$ cat config.mk
export PLATFORM = sky130hd
export DESIGN_NAME = grad_pack_tx_flat
export DESIGN_NICKNAME = d
export VERILOG_FILES = /design/src/rtl/canny_pkg.sv /design/src/rtl/grad_pack_tx_if.sv /design/src/rtl/grad_quantizer.sv /design/src/rtl/grad_pack_tx.sv /design/src/flat_wrapper.sv
export SDC_FILE = /design/constraint.sdc
export NUM_CORES = 1
export LEC_CHECK = 0
export CORE_UTILIZATION = 57
export CTS_BUF_LIST = sky130_fd_sc_hd__clkbuf_8
export DETAILED_ROUTE_END_ITERATION = 8
export GPL_ROUTABILITY_DRIVEN = 0
export HOLD_SLACK_MARGIN = 0.12
export PLACE_DENSITY = 0.76
export SYNTH_ARGS = -nofsm -noshare
export SYNTH_HDL_FRONTEND = slang
export SYNTH_SLANG_ARGS = --single-unit
$ cat constraint.sdc
create_clock -name clk -period 2.28 [get_ports clk]
set_input_delay 0.456 -clock clk [delete_from_list [all_inputs] [get_ports clk]]
set_output_delay 0.456 -clock clk [all_outputs]
set_load 0.05 [all_outputs]
$ cat src/rtl/canny_pkg.sv
// Shared constants and types for the Canny gradient path (grad_pack_tx, nms_core).
package canny_pkg;

    // Quantized gradient direction bins.
    typedef enum logic [2:0] {
        DIR_H   = 3'd0,
        DIR_45  = 3'd1,
        DIR_V   = 3'd2,
        DIR_135 = 3'd3
    } dir_e;

    // Packed stream word layout: {1'b0, dir[2:0], mag[11:0]}.
    localparam int TDATA_WIDTH = 16;
    localparam int MAG_LSB     = 0;
    localparam int DIR_LSB     = 12;

    // tan(22.5) ~= 53/128 and tan(67.5) ~= 309/128.
    localparam int TAN22_NUM     = 53;
    localparam int TAN67_NUM     = 309;
    localparam int TAN_DEN_SHIFT = 7;

    // Framing flags computed at input time and carried with each beat.
    typedef struct packed {
        logic sof;  // row 0, col 0
        logic eol;  // last column of a line
        logic eof;  // last column of the last line
    } frame_flags_t;

endpackage

$ cat src/rtl/grad_pack_tx_if.sv
// Gradient input stream plus packed AXI-Stream output of grad_pack_tx.
// Handshake: a beat moves on a rising clk edge where valid & ready are both 1;
// a producer holds valid and its payload stable until that edge, and ready
// may depend combinationally on the consumer's own downstream ready.
interface grad_pack_tx_if #(
    parameter int GRAD_WIDTH = 12
) ();
    logic signed [GRAD_WIDTH-1:0]           s_gx;
    logic signed [GRAD_WIDTH-1:0]           s_gy;
    logic                                   s_valid;
    logic                                   s_ready;
    logic                                   frame_restart;
    logic [canny_pkg::TDATA_WIDTH-1:0]      m_tdata;
    logic                                   m_tvalid;
    logic                                   m_tuser;
    logic                                   m_tlast;
    logic                                   m_teof;
    logic                                   m_tready;

    // Upstream/downstream environment view.
    modport master (
        output s_gx, s_gy, s_valid, frame_restart, m_tready,
        input  s_ready, m_tdata, m_tvalid, m_tuser, m_tlast, m_teof
    );

    // grad_pack_tx view.
    modport slave (
        input  s_gx, s_gy, s_valid, frame_restart, m_tready,
        output s_ready, m_tdata, m_tvalid, m_tuser, m_tlast, m_teof
    );
endinterface

$ cat src/rtl/grad_quantizer.sv
// Combinational magnitude/direction logic, split at the S1/S2 register
// boundary. The front half feeds the S1 registers, the back half reads them.
module grad_quantizer
    import canny_pkg::*;
#(
    parameter  int GRAD_WIDTH = 12,
    parameter  int MAG_WIDTH  = 12,
    parameter  int DIR_WIDTH  = 3,
    localparam int PROD_WIDTH = 2 * GRAD_WIDTH + 1
) (
    // front half: raw gradients in, S1 register values out
    input  logic signed [GRAD_WIDTH-1:0] gx,
    input  logic signed [GRAD_WIDTH-1:0] gy,
    output logic [GRAD_WIDTH-1:0]        ax,
    output logic [GRAD_WIDTH-1:0]        ay,
    output logic [PROD_WIDTH-1:0]        ay_scaled,
    output logic [PROD_WIDTH-1:0]        ax_tan22,
    output logic [PROD_WIDTH-1:0]        ax_tan67,
    output logic                         same_sign,
    // back half: S1 register values in, packed word out
    input  logic [GRAD_WIDTH-1:0]        s1_ax,
    input  logic [GRAD_WIDTH-1:0]        s1_ay,
    input  logic [PROD_WIDTH-1:0]        s1_ay_scaled,
    input  logic [PROD_WIDTH-1:0]        s1_ax_tan22,
    input  logic [PROD_WIDTH-1:0]        s1_ax_tan67,
    input  logic                         s1_same_sign,
    output logic [TDATA_WIDTH-1:0]       tdata
);
    logic [GRAD_WIDTH-1:0] gx_u;
    logic [GRAD_WIDTH-1:0] gy_u;
    logic [GRAD_WIDTH:0]   mag_sum;
    logic [MAG_WIDTH-1:0]  mag;
    dir_e                  dir;

    localparam logic [GRAD_WIDTH:0] MAG_MAX = (GRAD_WIDTH + 1)'((1 << MAG_WIDTH) - 1);

    assign gx_u = gx;
    assign gy_u = gy;

    // Front half: absolute values (the most negative input maps to its
    // unsigned magnitude), scaled comparison operands and sign agreement.
    always_comb begin
        ax        = gx[GRAD_WIDTH-1] ? (~gx_u + GRAD_WIDTH'(1)) : gx_u;
        ay        = gy[GRAD_WIDTH-1] ? (~gy_u + GRAD_WIDTH'(1)) : gy_u;
        ay_scaled = PROD_WIDTH'(ay) << TAN_DEN_SHIFT;
        ax_tan22  = PROD_WIDTH'(ax) * PROD_WIDTH'(TAN22_NUM);
        ax_tan67  = PROD_WIDTH'(ax) * PROD_WIDTH'(TAN67_NUM);
        same_sign = (gx[GRAD_WIDTH-1] == gy[GRAD_WIDTH-1]);
    end

    // Back half: saturated L1 magnitude, bin select and packing.
    always_comb begin
        mag_sum = {1'b0, s1_ax} + {1'b0, s1_ay};
        if (mag_sum > MAG_MAX) mag = '1;
        else                   mag = MAG_WIDTH'(mag_sum);

        if (s1_ay_scaled <= s1_ax_tan22)      dir = DIR_H;
        else if (s1_ay_scaled >= s1_ax_tan67) dir = DIR_V;
        else if (s1_same_sign)                dir = DIR_45;
        else                                  dir = DIR_135;

        tdata = '0;
        tdata[DIR_LSB +: DIR_WIDTH] = DIR_WIDTH'(dir);
        tdata[MAG_LSB +: MAG_WIDTH] = mag;
    end
endmodule

$ cat src/rtl/grad_pack_tx.sv
// Packs signed Sobel gradients into the NMS gradient stream: two-stage
// elastic pipeline, counter-generated framing and an end-of-frame level.
module grad_pack_tx
    import canny_pkg::*;
#(
    parameter int GRAD_WIDTH = 12,
    parameter int MAG_WIDTH  = 12,
    parameter int DIR_WIDTH  = 3,
    parameter int IMG_WIDTH  = 1920,
    parameter int IMG_HEIGHT = 1080
) (
    input  logic           clk,
    input  logic           rst_n,
    grad_pack_tx_if.slave  bus
);
    localparam int COL_W = (IMG_WIDTH  > 1) ? $clog2(IMG_WIDTH)  : 1;
    localparam int ROW_W = (IMG_HEIGHT > 1) ? $clog2(IMG_HEIGHT) : 1;
    localparam int PW    = 2 * GRAD_WIDTH + 1;

    logic [COL_W-1:0] col;
    logic [ROW_W-1:0] row;
    frame_flags_t     in_flags;

    // quantizer front-half outputs
    logic [GRAD_WIDTH-1:0] q_ax, q_ay;
    logic [PW-1:0]         q_ay_scaled, q_ax_tan22, q_ax_tan67;
    logic                  q_same_sign;
    logic [TDATA_WIDTH-1:0] q_tdata;

    // S1 registers
    logic                  s1_valid;
    logic [GRAD_WIDTH-1:0] s1_ax, s1_ay;
    logic [PW-1:0]         s1_ay_scaled, s1_ax_tan22, s1_ax_tan67;
    logic                  s1_same_sign;
    frame_flags_t          s1_flags;

    // S2 (output) registers
    logic                   m_tvalid_q;
    logic [TDATA_WIDTH-1:0] m_tdata_q;
    logic                   m_tuser_q;
    logic                   m_tlast_q;
    logic                   m_eof_q;
    logic                   m_teof_q;

    logic s2_advance, s1_load, in_accept, out_accept, restart;

    assign restart    = bus.frame_restart;
    assign s2_advance = ~m_tvalid_q | bus.m_tready;
    assign s1_load    = ~s1_valid | s2_advance;
    assign bus.s_ready = s1_load & ~restart;
    assign in_accept  = bus.s_valid & bus.s_ready;
    assign out_accept = m_tvalid_q & bus.m_tready;

    assign in_flags.sof = (col == '0) && (row == '0);
    assign in_flags.eol = (col == COL_W'(IMG_WIDTH - 1));
    assign in_flags.eof = in_flags.eol && (row == ROW_W'(IMG_HEIGHT - 1));

    assign bus.m_tvalid = m_tvalid_q;
    assign bus.m_tdata  = m_tdata_q;
    assign bus.m_tuser  = m_tuser_q;
    assign bus.m_tlast  = m_tlast_q;
    assign bus.m_teof   = m_teof_q;

    grad_quantizer #(
        .GRAD_WIDTH (GRAD_WIDTH),
        .MAG_WIDTH  (MAG_WIDTH),
        .DIR_WIDTH  (DIR_WIDTH)
    ) u_quant (
        .gx           (bus.s_gx),
        .gy           (bus.s_gy),
        .ax           (q_ax),
        .ay           (q_ay),
        .ay_scaled    (q_ay_scaled),
        .ax_tan22     (q_ax_tan22),
        .ax_tan67     (q_ax_tan67),
        .same_sign    (q_same_sign),
        .s1_ax        (s1_ax),
        .s1_ay        (s1_ay),
        .s1_ay_scaled (s1_ay_scaled),
        .s1_ax_tan22  (s1_ax_tan22),
        .s1_ax_tan67  (s1_ax_tan67),
        .s1_same_sign (s1_same_sign),
        .tdata        (q_tdata)
    );

    // Column/row position of the next accepted input beat.
    always_ff @(posedge clk or negedge rst_n) begin
        if (!rst_n) begin
            col <= '0;
            row <= '0;
        end else if (restart) begin
            col <= '0;
            row <= '0;
        end else if (in_accept) begin
            if (in_flags.eol) begin
                col <= '0;
                row <= in_flags.eof ? '0 : row + ROW_W'(1);
            end else begin
                col <= col + COL_W'(1);
            end
        end
    end

    // S1: capture abs values, products, sign compare and framing flags.
    always_ff @(posedge clk or negedge rst_n) begin
        if (!rst_n) begin
            s1_valid     <= 1'b0;
            s1_ax        <= '0;
            s1_ay        <= '0;
            s1_ay_scaled <= '0;
            s1_ax_tan22  <= '0;
            s1_ax_tan67  <= '0;
            s1_same_sign <= 1'b0;
            s1_flags     <= '0;
        end else if (restart) begin
            s1_valid <= 1'b0;
        end else if (s1_load) begin
            s1_valid <= in_accept;
            if (in_accept) begin
                s1_ax        <= q_ax;
                s1_ay        <= q_ay;
                s1_ay_scaled <= q_ay_scaled;
                s1_ax_tan22  <= q_ax_tan22;
                s1_ax_tan67  <= q_ax_tan67;
                s1_same_sign <= q_same_sign;
                s1_flags     <= in_flags;
            end
        end
    end

    // S2: output register; holds its beat while the consumer stalls.
    always_ff @(posedge clk or negedge rst_n) begin
        if (!rst_n) begin
            m_tvalid_q <= 1'b0;
            m_tdata_q  <= '0;
            m_tuser_q  <= 1'b0;
            m_tlast_q  <= 1'b0;
            m_eof_q    <= 1'b0;
        end else if (restart) begin
            m_tvalid_q <= 1'b0;
        end else if (s2_advance) begin
            m_tvalid_q <= s1_valid;
            if (s1_valid) begin
                m_tdata_q <= q_tdata;
                m_tuser_q <= s1_flags.sof;
                m_tlast_q <= s1_flags.eol;
                m_eof_q   <= s1_flags.eof;
            end
        end
    end

    // End-of-frame level: rises after the last beat of a frame leaves,
    // falls when the next frame's first beat leaves or on restart.
    always_ff @(posedge clk or negedge rst_n) begin
        if (!rst_n) begin
            m_teof_q <= 1'b0;
        end else if (restart) begin
            m_teof_q <= 1'b0;
        end else if (out_accept && m_eof_q) begin
            m_teof_q <= 1'b1;
        end else if (out_accept && m_tuser_q) begin
            m_teof_q <= 1'b0;
        end
    end
endmodule

$ cat src/flat_wrapper.sv
// flat-port wrapper written by rule: the top's interface ports become plain ports
module grad_pack_tx_flat import canny_pkg::*;
#(
    parameter int GRAD_WIDTH = 12,
    parameter int MAG_WIDTH  = 12,
    parameter int DIR_WIDTH  = 3,
    parameter int IMG_WIDTH  = 1920,
    parameter int IMG_HEIGHT = 1080
)
  (clk, rst_n, bus_s_gx, bus_s_gy, bus_s_valid, bus_frame_restart, bus_m_tready, bus_s_ready, bus_m_tdata, bus_m_tvalid, bus_m_tuser, bus_m_tlast, bus_m_teof);
  grad_pack_tx_if #(.GRAD_WIDTH(GRAD_WIDTH)) bus_i ();
  input  logic clk;
  input  logic rst_n;
  input wire logic [$bits(bus_i.s_gx)-1:0] bus_s_gx;
  input wire logic [$bits(bus_i.s_gy)-1:0] bus_s_gy;
  input wire logic [$bits(bus_i.s_valid)-1:0] bus_s_valid;
  input wire logic [$bits(bus_i.frame_restart)-1:0] bus_frame_restart;
  input wire logic [$bits(bus_i.m_tready)-1:0] bus_m_tready;
  output wire logic [$bits(bus_i.s_ready)-1:0] bus_s_ready;
  output wire logic [$bits(bus_i.m_tdata)-1:0] bus_m_tdata;
  output wire logic [$bits(bus_i.m_tvalid)-1:0] bus_m_tvalid;
  output wire logic [$bits(bus_i.m_tuser)-1:0] bus_m_tuser;
  output wire logic [$bits(bus_i.m_tlast)-1:0] bus_m_tlast;
  output wire logic [$bits(bus_i.m_teof)-1:0] bus_m_teof;
  assign bus_i.s_gx = bus_s_gx;
  assign bus_i.s_gy = bus_s_gy;
  assign bus_i.s_valid = bus_s_valid;
  assign bus_i.frame_restart = bus_frame_restart;
  assign bus_i.m_tready = bus_m_tready;
  assign bus_s_ready = bus_i.s_ready;
  assign bus_m_tdata = bus_i.m_tdata;
  assign bus_m_tvalid = bus_i.m_tvalid;
  assign bus_m_tuser = bus_i.m_tuser;
  assign bus_m_tlast = bus_i.m_tlast;
  assign bus_m_teof = bus_i.m_teof;
  grad_pack_tx #(.GRAD_WIDTH(GRAD_WIDTH), .MAG_WIDTH(MAG_WIDTH), .DIR_WIDTH(DIR_WIDTH), .IMG_WIDTH(IMG_WIDTH), .IMG_HEIGHT(IMG_HEIGHT)) u_core (.clk(clk), .rst_n(rst_n), .bus(bus_i));
endmodule
======== Word level (Yosys, flattened, before mapping) ========
Cells that the tools add are included.
operators by class
  add/sub/neg operators ................... 5
  multipliers ............................. 2
  order comparisons ....................... 3
  equal/unequal tests ..................... 3
  multiplexer cells ....................... 20
  bitwise logic cells ..................... 10
  reduce and logical (&&, ||, !) cells .... 14
operator list
  operator                                                                           count
  11-bit two-way mux                                                                 7
  12-bit two-way mux                                                                 3
  12-bit by 1-bit adder with 12-bit output, second input constant                    2
  12-bit NOT                                                                         2
  11-bit by 1-bit adder with 11-bit output, second input constant                    2
  11-bit == test, second input constant                                              2
  11-bit zero test                                                                   2
  19-bit by 21-bit greater-or-equal comparator with 1-bit output                     1
  12-bit by 9-bit multiplier with 21-bit output, second input constant               1
  19-bit by 18-bit less-or-equal comparator with 1-bit output                        1
  12-bit by 6-bit multiplier with 18-bit output, second input constant               1
  12-bit by 12-bit adder with 13-bit output                                          1
  13-bit by 12-bit greater-than comparator with 1-bit output, second input constant  1
  2-bit nonzero test                                                                 4
  1-bit two-way mux                                                                  7
  2-bit two-way mux                                                                  3
  3-bit AND reduction                                                                2
  1-bit logical AND                                                                  4
  1-bit AND                                                                          3
  1-bit NOT                                                                          3
  3-bit nonzero test                                                                 1
  1-bit OR                                                                           2
  2-bit AND reduction                                                                1
  1-bit == test                                                                      1
word-level totals
  flip-flop bits (word level) ............. 110
  input bits .............................. 29
  output and inout port bits .............. 21
  logic and storage cells ................. 74

======== Depth between registers and ports, before layout ========
Gate-level depths: netlist (run 1).
  depth after elaboration ................. 7
  depth in mapped cells ................... 21
  depth with buffers taken out ............ 21

======== Modules after synthesis ========
A second synthesis (run 1) with hierarchy kept.
unflattened totals
  cell total of the unflattened synthesis .. 1368
  area total of the unflattened synthesis .. 11761.3 µm²
modules (own cells, without submodules)
  module          times used  cells an instance  area an instance (µm²)  seq. area each (µm²)
  grad_pack_tx    1           643                6073.3                  3678.5
  grad_quantizer  1           725                5688.0                  0.0

======== Worst setup path before layout (run 1) ========
OpenSTA, ideal clock, no wires.
  path type ............................... input-to-reg
  from .................................... in bus_s_gx[0]
  to ...................................... reg u_core.s1_ax_tan67[17]
  setup time .............................. 0.087 ns
  arrival time ............................ 5.427 ns
  slack ................................... -3.234 ns
  cell stages on the path ................. 21
  path buffers ............................ 0
  cell sequence ........................... inv_1 > ha_1 > nand2b_1 > or3_1 > o41ai_1 > xor2_1 > inv_1 > ha_1 > inv_1 > fa_1 > inv_1 > fa_1 > inv_1 > fa_1 > inv_1 > ha_1 > nand4_2 > or3_4 > and4_4 > or4_1 > o211ai_1
on the way
  cells in the longest elaborated chain, start to end .. 4
ends and longest elaborated chain
  item                                           line                  text
  start: declaration                             flat_wrapper.sv:14    input wire logic [$bits(bus_i.s_gx)-1:0] bus_s_gx;
  12-bit NOT                                     grad_quantizer.sv:43  ax = gx[GRAD_WIDTH-1] ? (~gx_u + GRAD_WIDTH'(1)) : gx_u;
  12-bit by 1-bit adder with 12-bit output       grad_quantizer.sv:43
  12-bit two-way mux                             grad_quantizer.sv:43
  via u_core.q_ax[10]                            grad_pack_tx.sv:25    logic [GRAD_WIDTH-1:0] q_ax, q_ay;
  12-bit by 9-bit multiplier with 21-bit output  grad_quantizer.sv:47  ax_tan67 = PROD_WIDTH'(ax) * PROD_WIDTH'(TAN67_NUM);
  end signal: assignment                         grad_pack_tx.sv:124   s1_ax_tan67 <= q_ax_tan67;
  end: declaration                               grad_pack_tx.sv:33    logic [PW-1:0] s1_ay_scaled, s1_ax_tan22, s1_ax_tan67;
The timed path passes the listed nets, and every way through them passes these cells.
A chain may end at the register's enable or synchronous reset.

======== Worst setup path in the final report (run 1) ========
  from .................................... in bus_s_gx[0]
  to ...................................... reg u_core.s1_ax_tan67[18]
Same word-level chain as after synthesis.

==> impl_results.md, run 1 <==
- Max VDD drop: 1030 uV
- Hold Violations, Final: 0
- Final WL: 33.7 mm
- Reg power frac: 0.139
- Total gr overflow: 0
- WL/cell: 22.4 um
- Comb power frac: 0.793
- Leak: 6.27 nW
- Part of the cycle the worst path needs: 2.27
- CP delay by family, top: adder cells
- H-tree level count: 3
- CTS clock-pin slew for the worst setup and hold paths: 0.11 ns
- Worst path max stage delay: 0.53 ns
- Library cells used by synthesis: 74
- Die Wd: 129 um
- Clk_lat worst skew: 0.38 ns
- Clock root cell: clkbuf_8
- Synth area leaders: dfrtp_1, ha_1, fa_1, inv_1, nand2_1
- RSZ-0062 raised after global routing: yes
- Final ANT Viol Nets: 0
- Antenna diodes: 0
- Vias in the first global route: 9312
- Worst r2r path cells: 8
- Startpoint class of the critical path: input pin
- Rows: 45
- Final Util: 0.843
- Clock network fraction of design power: 0.068
- Final net count: 1481
- Total internal power: 0.00953 W
- Post-synth EDFFs: 0
- Routed vias/inst: 6.37
- CP max stage cell: fa_1
- Switching Fraction: 0.484
- Max FO, Critical Path: 4
- Setup Viol. Count Final: 31
- Sw Pwr: 0.00893 W
- TritonCTS Buffers: 9
- Worst R2R End: u_core.bus.m_tdata[10]$_DFFE_PN0P_
- Bufs on Longest Clock Path: 2
- CTS Sinks: 103
- Pin count of the biggest net entering global routing: 40
- Hold crit path type: input pin to asynchronous set/reset pin
- Yosys warnings: 0
- TritonRoute pass-1 iters: 6
- Gr usage total: 0.374
- Final setup margin: -2.89 ns
- Critical Path Start: bus_s_gx[0]
- Fin. max-slew vios: 0
- Io pins: 50
- Worst r2r src: u_core.s1_ay[0]$_DFFE_PN0P_
- Largest area contributor in the netlist: dfrtp_1
- Max_slew headroom: 0.664
- Worst path most repeated cell: inv_2
- Status: finished with violations
- Final HPWL DP: 18.7 mm
- Buffers added on ports: 47
- Crit. End Element: flop
- DRT iter0 DRCs: 1149
- DRC viols: 0
- Crit Path Category: input pin to flop
- Final min period: 5.17 ns
- Synth Register Bits: 103
- Post-Syn Area: 0.00915 mm2
- First-pass GRT wire length: 47.3 mm
- WP depth: 24
- Post-synth top area share: 0.282
- Critical-path cell list: buf_6, inv_6, ha_4, nand2b_4, or3_4, o41ai_4, xor2_1, inv_2, ha_4, inv_2, fa_1, inv_2, fa_1, inv_1, fa_1, inv_2, ha_4, nand4_4, buf_4, o21ai_2, buf_4, a22o_4, o31a_1, o31ai_4
- DP Area: 0.0113 mm2
- Maxcap violations: 0
- DIE AREA: 0.0166 mm2
- Main synth FF type: dfrtp_1
- Core area: 0.0154 mm2
- WP buf/inv: 9
- Required time worst endpoint: 2.57 ns
- Cells after Synth: 1024
- Maximum clock rate: 193 MHz
- Fin Clk Skew: 0.0122 ns
- P&R area growth vs syn: 42.1%
- Initial Utilization: 0.593
- PwrDens: 1420 mW/mm2
- R2r setup slk: -0.01 ns
- Syn avg cell area: 8.94 um2
- Die H: 129 um
- Worst Path Arrival: 5.46 ns
- Hold Worst Slack: 0.490 ns
- Routed via count: 9564
- Leading cell type in the layout, fill and taps excluded: buf_4
- Fin Setup TNS: -63.60 ns
- Sequential element share of the synthesized area: 0.282
- CTS tree: done
- Dpl ws: -3.53 ns
- Ys async rst share: 1.00
- Slew at the pin with the worst max-slew slack: 0.502 ns
- Final instance area: 0.0130 mm2
- Share of cells above drive strength 1: 0.324
- Failing checks: negative setup slack
- Initial antenna violation count: 0
- Commonest cells after routing, fill and taps aside: buf_4, inv_1, nand2_1, dfrtp_1, ha_1
## metrics by stage
step                total power, W  instances
finish                      0.0185       1502
detailed placement          0.0120       1434
global route                0.0192       1502
floorplan                  0.00827       1025
CTS                         0.0158       1490
global placement            0.0117       1434
## worst max path at each step
stage | slack [ns] | to
final | -2.89 | u_core.s1_ax_tan67[18]$_DFFE_PN0P_
after global routing | -2.94 | u_core.s1_ax_tan67[14]$_DFFE_PN0P_
after CTS | -2.55 | u_core.s1_ax_tan67[17]$_DFFE_PN0P_
after detailed placement | -3.53 | u_core.s1_ax_tan67[17]$_DFFE_PN0P_
after global placement | -3.42 | u_core.s1_ax_tan67[17]$_DFFE_PN0P_
after floorplan | -2.83 | u_core.s1_ax_tan67[17]$_DFFE_PN0P_
## synth_stat cells (5+ instances only)
library cell / count
clkbuf_1: 11
o21bai_1: 5
or4_1: 5
inv_1: 150
nand3_1: 21
nor3_1: 21
o211ai_1: 10
nor2b_1: 6
or3_1: 9
a211o_1: 6
a311oi_1: 6
nand4_1: 9
fa_1: 44
o21ai_0: 75
a21o_1: 15
ha_1: 122
nand2b_1: 8
xor2_1: 23
o31ai_1: 10
xnor2_1: 20
nand2_1: 119
a31oi_1: 6
mux2_2: 7
a211oi_1: 11
o22a_1: 10
nor2_1: 35
or2_2: 5
nor4_1: 10
and3_1: 8
buf_2: 11
dfrtp_1: 103
o41ai_1: 6
a21oi_1: 43
## kinds of logic (layout without fill, tap and decap cells)
group | after synthesis | count (layout) | share of synthesized area
xor+xnor | 43 | 43 | 0.0411
buf+inv | 178 | 444 | 0.0755
flops | 103 | 103 | 0.282
mux | 11 | 11 | 0.0130
other cells | 1 | 2 | 0.000410
simple gates | 284 | 284 | 0.155
fa+ha+maj | 166 | 166 | 0.263
compound gates | 238 | 238 | 0.170
## repair_timing
item	4_1_cts	5_1_grt
gates cloned	1	1
hold buffers	1	0
buffers inserted	40	13
endpoints found under the hold margin	18	0
resized for setup	188	51
pin swaps	87	35
setup endpoints to repair	45	43
## registers in the layout, indices dropped and copies added (netlist names), 3 cells and up
name / cells
u_core.s1_ax_tan22: 16
u_core.s1_ay: 12
u_core.s1_ax_tan67: 17
u_core.bus.m_tdata: 14
u_core.col: 11
u_core.s1_flags: 3
u_core.s1_ax: 12
u_core.row: 11
## worst register-to-register path: stages (launching register included)
cell and delay [ns]:
dfrtp_1 0.40, ha_2 0.21, fa_2 0.39, a211oi_4 0.28, o21ai_1 0.15, a21oi_2 0.21
buf_4 0.15, mux2i_1 0.08, o32a_1 0.32
## routing by layer
layer	wire length, um	up-vias	part of all wire	track usage
li1	-	4088	-	-
met1	12100	4535	0.36	0.459
met2	15600	677	0.46	0.633
met3	3250	264	0.097	0.0549
met4	2680	0	0.080	0.212
met5	0	-	0	0
## power by group through the flow
stage / Clock [W] / Combinational (W) / Sequential [W]
floorplan: 0 / 0.00541 / 0.00286
global placement: 0 / 0.00914 / 0.00253
detailed placement: 0 / 0.00942 / 0.00255
CTS: 0.00124 / 0.0120 / 0.00252
global route: 0.00133 / 0.0153 / 0.00258
finish: 0.00125 / 0.0146 / 0.00257
## final cells by class
class	instances	area, um2
Inverter	150	581
Timing Repair Buffer	278	2350
Multi-Input combinational cell	744	7020
Clock buffer	10	138
Fill cell	839	2420
Sequential cell	103	2580
Clock inverter	6	76.3
Tap cell	211	264
Note: power is estimated with default switching activity, not from simulation.
==> run 2: changes to the inputs <==
CORE_UTILIZATION = 60   (was 57)
clock period = 5.21 ns   (was 2.28 ns; I/O delays follow)
==> run 2 against run 1 <==
  * The run ends with design-rule violations, negative setup slack left
  * Utilization fell by 6.4 points
  * Sequential share of layout area rose by 2.7 points
  * Total power fell by 66%
  * Non-clock buffer count fell by 90
  * Wire length fell by 29%
  * Via count fell by 15%
==> impl_results.md, run 2 (synthesized netlist as in run 1, its figures left out) <==
- Leak: 5.67 nW (-9.4%)
- DRT iter0 DRCs: 631 (-45%)
- Max VDD drop: 381 uV (-63%)
- CTS clock-pin slew for the worst setup and hold paths: 0.10 ns (about the same)
- Area occupied by multi-input gates: 0.00632 mm2 (-9.9%)
- Buffers added on ports: 47 (unchanged)
- Final HPWL DP: 18.0 mm (-3.4%)
- Fin Setup TNS: -2.09 ns (+61.51 ns)
- Initial Utilization: 0.623 (+0.0294)
- CTS Sinks: 103 (unchanged)
- Core area: 0.0147 mm2 (-4.7%)
- Gr usage total: 0.317 (-0.0570)
- Final net count: 1391 (-6.1%)
- Hold Violations, Final: 0 (unchanged)
- Reg power frac: 0.176 (+0.037)
- Top reg by flops: u_core.s1_ax_tan67
- Max_slew headroom: 0.401 (-0.263)
- Final WL: 23.8 mm (-29%)
- Share of cells above drive strength 1: 0.204 (-0.120)
- Number of flip-flops in the largest register: 17 (unchanged)
- Bufs on Longest Clock Path: 2 (unchanged)
- Sw Pwr: 0.00284 W (-68%)
- WL/cell: 17.2 um (-23%)
- Routed vias/inst: 5.84 (-8.3%)
- Reg area: 0.00258 mm2 (unchanged)
- Maxcap violations: 0 (unchanged)
- DIE AREA: 0.0158 mm2 (-4.9%)
- Leading cell type in the layout, fill and taps excluded: inv_1
- Die H: 126 um (-2.5%)
- Rows: 44 (-2.2%)
- Maximum clock rate: 180 MHz
- Max FO, Critical Path: 4 (unchanged)
- CTS tree: done
- Final ANT Viol Nets: 0 (unchanged)
- Startpoint class of the critical path: input pin
- Final-layout fill cell count: 962 (+15%)
- Fin Clk Skew: 0.00770 ns (-0.00447 ns)
- Total gr overflow: 0 (unchanged)
- Pin count of the biggest net entering global routing: 69 (+73%)
- TritonRoute pass-1 iters: 7 (+1)
- WP buf/inv: 8 (-1)
- Final Util: 0.779 (-0.0637)
- Critical-path cell list: buf_12, inv_12, ha_4, nand2b_4, or3_4, o41ai_4, xor2_2, inv_2, ha_4, inv_2, fa_1, inv_2, fa_1, inv_2, fa_1, inv_2, ha_4, nand4_4, buf_6, o32a_4, and4_4, or4_1, o211ai_1
- First-pass GRT wire length: 39.7 mm (-16%)
- Worst path most repeated cell: inv_2
- Crit. End Element: flop
- Total internal power: 0.00347 W (-64%)
- Vias in the first global route: 8153 (-12%)
- Failing checks: design-rule violations, negative setup slack
- Slew at the pin with the worst max-slew slack: 0.894 ns (+0.392 ns)
- Required time worst endpoint: 5.51 ns (+2.94 ns)
- Hold crit path type: flop to flop
- Io pins: 50 (unchanged)
- Antenna diodes: 0 (unchanged)
- H-tree level count: 3 (unchanged)
- PwrDens: 550 mW/mm2 (-61%)
- RSZ-0062 raised after global routing: yes
- Clock root cell: clkbuf_8
- P&R area growth vs syn: 25.2%
- Fin. max-slew vios: 0 (unchanged)
- Initial antenna violation count: 0 (unchanged)
- DRC viols: 6 (+6)
- Hold_buf cts: 0 (-1)
- Status: finished with violations
- Worst path max stage delay: 0.51 ns (-0.02 ns)
- Die Wd: 126 um (-2.5%)
- Final setup margin: -0.337 ns (+2.55 ns)
- Pwr Total: 0.00631 W (-66%)
- Hold Worst Slack: 0.477 ns (-0.0126 ns)
- Crit Path Category: input pin to flop
- Part of the cycle the worst path needs: 1.06
- CP max stage cell: fa_1
- Comb power frac: 0.743 (-0.050)
- Routed via count: 8085 (-15%)
- Final min period: 5.55 ns
- Worst Path Arrival: 5.84 ns (+0.38 ns)
- TritonCTS Buffers: 9 (unchanged)
- Commonest cells after routing, fill and taps aside: inv_1, buf_4, nand2_1, ha_1, dfrtp_1
- Clock network fraction of design power: 0.081 (+0.013)
- CP delay by family, top: adder cells
- Clk_lat worst skew: 0.38 ns (about the same)
- Setup Viol. Count Final: 9 (-71%)
- Switching Fraction: 0.450 (-0.0341)
## run 2: cell count changes in the layout (fill, tap and decap cells not counted), moves of 14 or more
cell	delta
o21ai_1	-14
o21ai_0	+19
ha_1	+22
ha_4	-18
buf_4	-64
buf_6	-19
## run 2: what timing repair did
action,CTS,global route
setup buffers,13,4
cloned,0,0
setup endpoints to repair,23,18
pin swaps,25,24
resized for setup,59,39
## run 2: worst paths after layout
check	start	end	slack (ns)	cells past startpoint
setup / recovery	bus_s_gx[1]	u_core.s1_ax_tan67[17]$_DFFE_PN0P_	-0.34	23
hold / removal	u_core.s1_flags[0]$_DFFE_PN0P_	u_core.m_eof_q$_DFFE_PN0P_	0.48	2
setup reg to reg	u_core.s1_ay[0]$_DFFE_PN0P_	u_core.bus.m_tdata[10]$_DFFE_PN0P_	2.27	7
hold reg to reg	u_core.s1_flags[0]$_DFFE_PN0P_	u_core.m_eof_q$_DFFE_PN0P_	0.48	2
max in group asynchronous	rst_n	u_core.s1_ax_tan22[13]$_DFFE_PN0P_	3.45	2
min in group asynchronous	rst_n	u_core.bus.m_tdata[1]$_DFFE_PN0P_	0.72	1
## run 2: layout make-up
class / instances / area share
inverters: 150 / 0.0507
well taps: 184 / 0.0201
multi-input cells: 744 / 0.552
repair buffers: 188 / 0.135
flip-flops and latches: 103 / 0.225
clock inverters: 6 / 0.00535
clock buffers: 10 / 0.0120
## run 2: tightest hold or removal path, cell delays in order, from the launching register on
cell     delay [ns]
dfrtp_1        0.35
nand2_1        0.05
nand2_1        0.05
## run 2: stage by stage
step | area (um2) | worst slack [ns] | cells
2_1_floorplan | 9250 | -0.489 | 1025
3_3_place_gp | 10800 | -1.09 | 1352
3_5_place_dp | 10800 | -1.21 | 1352
4_1_cts | 11200 | -0.236 | 1381
5_1_grt | 11500 | -0.515 | 1385
6_report | 11500 | -0.337 | 1385
## run 2: per-layer routing
layer	track usage	wire length, um	vias to the layer above
li1	-	-	3907
met1	0.433	10800	3905
met2	0.530	11400	230
met3	0.0287	1170	43
met4	0.106	530	0
met5	0	0	-
## run 2: power by group through the flow
stage               clock (W)  combinational, W  sequential, W
CTS                  0.000519           0.00422        0.00111
detailed placement          0           0.00398        0.00113
finish               0.000512           0.00468        0.00111
floorplan                   0           0.00234        0.00125
global placement            0           0.00387        0.00112
global route         0.000550           0.00509        0.00113
